<file path="src/rtl/clock_decrement_if.sv">
// Count bus for clock_decrement: requested start value in, current count out.
interface clock_decrement_if #(
  parameter int unsigned WIDTH = 16
);
  logic [WIDTH-1:0] count_input;
  logic [WIDTH-1:0] count_output;

  // Producer of the start value, consumer polling the count
  modport master (
    output count_input,
    input  count_output
  );

  // The countdown timer itself
  modport slave (
    input  count_input,
    output count_output
  );
endinterface

</file>
<file path="src/rtl/clock_decrement.sv">
// Loadable, self-timed down-counter. A changed count_input reloads the count;
// otherwise the count decrements once per clock and saturates at zero.
module clock_decrement #(
  parameter int unsigned WIDTH = 16
) (
  input  logic                 clk,
  input  logic                 rst,
  clock_decrement_if.slave     bus
);

  logic [WIDTH-1:0] r_cnt;
  logic [WIDTH-1:0] r_last_in;
  logic [WIDTH-1:0] w_cnt_d;
  logic [WIDTH-1:0] w_last_in_d;
  logic             w_load;

  assign w_load = (bus.count_input != r_last_in);

  // Next-state: load on a changed input, else decrement, else hold at zero
  always_comb begin
    w_cnt_d     = r_cnt;
    w_last_in_d = r_last_in;
    if (w_load) begin
      w_cnt_d     = bus.count_input;
      w_last_in_d = bus.count_input;
    end else if (r_cnt != '0) begin
      w_cnt_d = r_cnt - WIDTH'(1);
    end
  end

  // State registers; async reset clears both the count and the load shadow
  always_ff @(posedge clk or negedge rst) begin
    if (!rst) begin
      r_cnt     <= '0;
      r_last_in <= '0;
    end else begin
      r_cnt     <= w_cnt_d;
      r_last_in <= w_last_in_d;
    end
  end

  assign bus.count_output = r_cnt;

endmodule

</file>
<file path="src/flat_wrapper.sv">
// flat-port wrapper written by rule: the top's interface ports become plain ports
module clock_decrement_flat 
#(
  parameter int unsigned WIDTH = 16
)
  (clk, rst, bus_count_input, bus_count_output);
  clock_decrement_if #(.WIDTH(WIDTH)) bus_i ();
  input  logic clk;
  input  logic rst;
  input wire logic [$bits(bus_i.count_input)-1:0] bus_count_input;
  output wire logic [$bits(bus_i.count_output)-1:0] bus_count_output;
  assign bus_i.count_input = bus_count_input;
  assign bus_count_output = bus_i.count_output;
  clock_decrement #(.WIDTH(WIDTH)) u_core (.clk(clk), .rst(rst), .bus(bus_i));
endmodule
</file>
<file path="config.mk">
export PLATFORM = sky130hd
export DESIGN_NAME = clock_decrement_flat
export DESIGN_NICKNAME = d
export VERILOG_FILES = /design/src/rtl/clock_decrement_if.sv /design/src/rtl/clock_decrement.sv /design/src/flat_wrapper.sv
export SDC_FILE = /design/constraint.sdc
export NUM_CORES = 1
export LEC_CHECK = 0
export CAP_MARGIN = 20
export CELL_PAD_IN_SITES_DETAIL_PLACEMENT = 0
export CELL_PAD_IN_SITES_GLOBAL_PLACEMENT = 1
export CORE_ASPECT_RATIO = 1.5
export CORE_UTILIZATION = 41
export DETAILED_ROUTE_END_ITERATION = 10
export GPL_ROUTABILITY_DRIVEN = 0
export HOLD_SLACK_MARGIN = 0.06
export PLACE_DENSITY = 0.92
export SLEW_MARGIN = 15
export SYNTH_ARGS = -nofsm -noshare
export SYNTH_HDL_FRONTEND = slang
export SYNTH_SLANG_ARGS = --single-unit
export TNS_END_PERCENT = 10
</file>
<file path="constraint.sdc">
create_clock -name clk -period 3.32 [get_ports clk]
set_input_delay 0.664 -clock clk [delete_from_list [all_inputs] [get_ports clk]]
set_output_delay 0.664 -clock clk [all_outputs]
set_load 0.05 [all_outputs]
</file>
==> results of run 1 <==
## layer usage
layer | part of all wire, % | vias up | GRT usage (%)
li1 | - | 565 | -
met1 | 37 | 559 | 20.9
met2 | 56 | 34 | 33.3
met3 | 3.4 | 10 | 4.84
met4 | 2.9 | 0 | 9.47
met5 | 0 | - | 0
## final timing paths
check / endpoint / slack [ns] / from / depth (start not counted)
min reg2reg: u_core.bus.count_output[15] / 0.62 / u_core.bus.count_output[15] / 2
max in group asynchronous: u_core.r_last_in[11] / 2.27 / rst / 2
min: u_core.bus.count_output[15] / 0.62 / u_core.bus.count_output[15] / 2
max: u_core.bus.count_output[1] / 0.78 / bus_count_input[14] / 6
max reg2reg: u_core.bus.count_output[13] / 1.10 / u_core.bus.count_output[12] / 5
min in group asynchronous: u_core.bus.count_output[15] / 0.77 / rst / 2
## power groups by stage
stage	clock network, mW	registers (mW)	logic [mW]
4_1_cts	0.284	0.429	0.145
6_report	0.278	0.429	0.143
5_1_grt	0.303	0.432	0.154
2_1_floorplan	0	0.467	0.0496
3_5_place_dp	0	0.436	0.144
3_3_place_gp	0	0.435	0.142
## stage by stage
stage	util [%]	worst slack [ns]	cell area, um2
after floorplan	-	1.02	1590
after global placement	52.5	0.535	1930
after CTS	54.6	0.740	2010
final	54.6	0.778	2010
after global routing	54.6	0.664	2010
after detailed placement	52.5	0.452	1930
## Yosys cell counts
library cell	n	area, um2
a21oi_1	7	35.0
a31oi_1	2	12.5
buf_2	1	5.00
buf_6	1	11.3
clkbuf_1	17	63.8
dfrtp_1	32	801
ha_1	1	12.5
inv_1	6	22.5
mux2_2	6	67.6
mux2i_1	4	40.0
nand2_1	5	18.8
nand2b_1	3	18.8
nand3_1	4	20.0
nand4_1	4	25.0
nor2_1	14	52.6
nor2_4	1	11.3
nor3_1	3	15.0
nor4_1	3	18.8
nor4_2	2	25.0
o211ai_1	1	7.51
o21a_1	2	15.0
o21ai_0	2	10.0
o21bai_1	1	7.51
o22ai_1	2	12.5
o311ai_1	1	8.76
o31ai_1	2	15.0
or3_1	3	18.8
or4_1	1	7.51
or4_4	1	11.3
xnor2_1	21	184
xor2_1	2	17.5
## registers in the layout, summed over array words and instances, names as in the netlist
| register | flops |
|---|---|
| u_core.bus.count_output | 16 |
| u_core.r_last_in | 16 |
## worst reg2reg max path, cell delays in order (launching register included)
cell and delay [ns]:
dfrtp_1 0.47, nor4_1 0.65, nand3_1 0.32, nor2_4 0.29, a21oi_1 0.10, mux2_2 0.28
## cells by family after synthesis
kind of cell / synth area share [%]
buffers and inverters: 6.45
adder cells (fa/ha/maj): 0.786
flip-flops: 50.3
AND/OR/NAND/NOR: 15.3
AO/OA/AOI/OAI: 7.78
XOR/XNOR: 12.7
multiplexers: 6.76
## area by class of cell
| type | instances | area, um2 | share of cell area (%) |
|---|---|---|---|
| sequential | 32 | 801 | 39.9 |
| multi-input combinational | 98 | 697 | 34.7 |
| timing repair buffer | 35 | 358 | 17.8 |
| clock buffer | 6 | 72.6 | 3.61 |
| tap | 43 | 53.8 | 2.68 |
| inverter | 6 | 22.5 | 1.12 |
| clock inverter | 1 | 5.00 | 0.249 |
==> results_dict.tcl, run 1 <==
set metrics [dict create \
    via_per_inst 5.29 \
    numCtsBuffers 5 \
    clockBufferDepth 2 \
    maxCapViolCount 0 \
    min_period_over_period_pct 76.6 \
    place_inst 214 \
    synth-seq-area-share_pct 50.3 \
    final_cell_mix "33 x clkdlybuf4s50_1, 32 x dfrtp_1, 21 x xnor2_1" \
    cp_top_family "simple AND/OR/NAND/NOR gates" \
    wirelength_mm 3.44 \
    layout.nets 197 \
    final-max-slew-violation-count 0 \
    antenna_found_initial 0 \
    clk_pin_slew_ns 0.06 \
    setup_tns_ns 0 \
    worst_pin_slew_ns 0.672 \
    grt_first_pass_wirelength_mm 5.60 \
    cpMaxStageDelayCell "nor4_4" \
    path_max_fanout 20 \
    whs_ns 0.620 \
    nFillCells 344 \
    cts_tree "done" \
    dpl.hpwl_mm 2.61 \
    crit_path_end_kind "flip-flop" \
    cts-root-buf "clkbuf_8" \
    netlist_area_um2 1590 \
    drt_iter0_drc 20 \
    hold_violations 0 \
    detail-route-antenna-nets 0 \
    setup_viol 0 \
    dieArea_um2 4140 \
    required_ns 3.48 \
    cts_setup_buffers 0 \
    grt_start_max_net_pins 33 \
    insertion_delay_ns 0.28 \
    synth-warning-count 0 \
    area_delta_synth_final_pct 26.3 \
    dr.pass1.iters 6 \
    crit_chain "clkdlybuf4s50_1 -> xnor2_1 -> nand4_1 -> nor4_4 -> buf_12 -> mux2_2" \
    rsz0062_at_grt "no" \
    swShare_pct 27.6 \
    cts_resized 0 \
    slew_headroom_pct 54.8 \
    ys_seq_elements 32 \
    path_buf_inv 2 \
    syn_inst 155 \
    htree_num_levels 2 \
    hold_buffers 0 \
    vdd_ir_drop_max_v 0.000314 \
    ios 34 \
    die_y_um 78.3 \
    cpPeakStageDelay_ns 0.58 \
    drive_gt1_share_pct 10.1 \
    share_comb_of_total_power_pct 16.8 \
    grt_pass1_vias 1196 \
    outcome "completed" \
    power_density_nw_per_um2 423 \
    start_kind "input pin" \
    via_count 1168 \
    wl_per_cell_um 15.6 \
    finalPower_uw 850 \
    drc 0 \
    num_rows 27 \
    synth.distinct_cells 31 \
    maxClockFrequency_mhz 393 \
    switchingPower_uw 234 \
    die_x_um 52.9 \
    grt_use_total_pct 19.2 \
    clock-sinks 32 \
    p_leak_nw 0.767 \
    clkPwrFrac_pct 32.7 \
    power.internal_uw 615 \
    mostFrequentLayoutCell "clkdlybuf4s50_1" \
    p_seq_share_pct 50.5 \
    syn_nets 174 \
    worstPathArrival_ns 2.71 \
    core_um2 3680 \
    avgSynthCellArea_um2 10.3 \
    min_path_type "flip-flop to flip-flop" \
    fin_skew_ns 0.00577 \
    fin_cells 221 \
    critical_path_class "input pin to flip-flop" \
    diodes 0 \
    initial_utilization_pct 43.2 \
    layout_min_cycle_time_ns 2.54 \
    grt_overflow 0 \
    port_buffers 33 \
]
No activity file was read; power rests on OpenSTA's default activity.
==> inputs of run 2 (changes only) <==
Settings changed: CORE_UTILIZATION 41 to 35, PLACE_DENSITY 0.92 to 0.84.
Clock period 3.32 ns to 2.3 ns, I/O delays scaled along.
==> results_dict.tcl, run 2 (same netlist as run 1, synthesis figures left out) <==
set metrics [dict create \
    start_kind "flip-flop" \
    num_rows 29 \
    dpl_cell_area_um2 2040 \
    dr.pass1.iters 7 \
    maxClockFrequency_mhz 482 \
    drt_iter0_drc 22 \
    drc 2 \
    layout_setup_ws_ns 0.227 \
    critical_path_class "flip-flop to primary output" \
    final_core_util_pct 49.8 \
    dpl.hpwl_mm 2.67 \
    power_density_nw_per_um2 601 \
    post-place-ws_ns -0.0715 \
    clk_pin_slew_ns 0.07 \
    wirelength_mm 3.44 \
    worst_pin_slew_ns 0.504 \
    via_count 1211 \
    cpMaxStageDelayCell "clkdlybuf4s50_1" \
    crit_chain "clkdlybuf4s50_1" \
    final_cell_mix "33 x clkdlybuf4s50_1, 32 x dfrtp_1, 21 x xnor2_1" \
    insertion_delay_ns 0.28 \
    crit_path_end_kind "primary output" \
    drive_gt1_share_pct 17.4 \
    hold_violations 0 \
    cp_top_family "buffers and inverters" \
    rsz0062_at_grt "no" \
    htree_num_levels 2 \
    violations "design-rule violations" \
    cts-root-buf "clkbuf_8" \
    die_y_um 84.6 \
    final-max-slew-violation-count 0 \
    mostFrequentLayoutCell "clkdlybuf4s50_1" \
    grt_use_total_pct 15.6 \
    grt_first_pass_wirelength_mm 5.69 \
    r2r_slack_ns 0.23 \
    diodes 0 \
    slew_headroom_pct 66.1 \
    final_area_um2 2130 \
    whs_ns 0.572 \
    cpPeakStageDelay_ns 0.86 \
    port_buffers 33 \
    via_per_inst 5.02 \
    vdd_ir_drop_max_v 0.000332 \
    cts_setup_buffers 0 \
    layout.nets 213 \
    layout_min_cycle_time_ns 2.07 \
    core_um2 4280 \
    grt_pass1_vias 1282 \
    wl_per_cell_um 14.3 \
    path_buf_inv 1 \
    clock-sinks 32 \
    nFillCells 421 \
    min_period_over_period_pct 90.1 \
    worstPathArrival_ns 1.61 \
    area_delta_synth_final_pct 34.0 \
    min_path_type "input pin to async pin" \
    finalPower_mw 1.28 \
    initial_utilization_pct 37.2 \
    path_max_fanout 8 \
    die_x_um 57.1 \
    required_ns 1.84 \
    grt_start_max_net_pins 33 \
    cts_resized 0 \
    dieArea_um2 4830 \
    antenna_found_initial 0 \
    ios 34 \
    numCtsBuffers 5 \
    hold_buffers 0 \
    cts_tree "done" \
    fin_skew_ns 0.00781 \
    maxCapViolCount 0 \
    detail-route-antenna-nets 0 \
    p_leak_nw 0.850 \
    setup_viol 0 \
    outcome "finished, violations left" \
    clockBufferDepth 2 \
    grt_overflow 0 \
]
[run 2: cell types whose count changed in the layout (fill, tap and decap cells not counted), sizes merged]
cell,previous run,this run
buf,2,18
clkbuf,6,8
clkinv,1,0
[run 2: path summary, 6_finish.rpt]
| kind | from | to | depth (start not counted) |
|---|---|---|---|
| max in group asynchronous | rst | u_core.r_last_in[12] | 2 |
| max reg2reg | u_core.bus.count_output[4] | u_core.bus.count_output[10] | 5 |
| min | rst | u_core.r_last_in[15] | 2 |
| max | u_core.bus.count_output[12] | bus_count_output[12] | 1 |
| min in group clk | u_core.bus.count_output[15] | u_core.bus.count_output[15] | 2 |
| min reg2reg | u_core.bus.count_output[15] | u_core.bus.count_output[15] | 2 |
[run 2: final cells by class]
class	instances	area (um2)	area share, %
Clock buffer	8	90.1	4.22
Inverter	6	22.5	1.06
Multi-Input combinational cell	98	697	32.7
Sequential cell	32	801	37.5
Tap cell	46	57.6	2.70
Timing Repair Buffer	51	465	21.8
[run 2: through the flow]
stage,TNS (ns),std cells
after global routing,0,241
after global placement,-0.0887,233
after floorplan,0,155
after CTS,0,241
after detailed placement,-0.382,233
final,0,241
[run 2: power breakdown]
group	total [mW]	internal, mW	switching (mW)
registers	0.616	0.592	0.0245
logic	0.223	0.103	0.120
clock network	0.444	0.244	0.200
[run 2: metal layers]
metal,vias up,GRT usage (%),wire length (um)
li1,605,-,-
met1,568,17.3,1390
met2,28,26.4,1780
met3,10,3.08,133
met4,0,10.2,136
met5,-,0,0
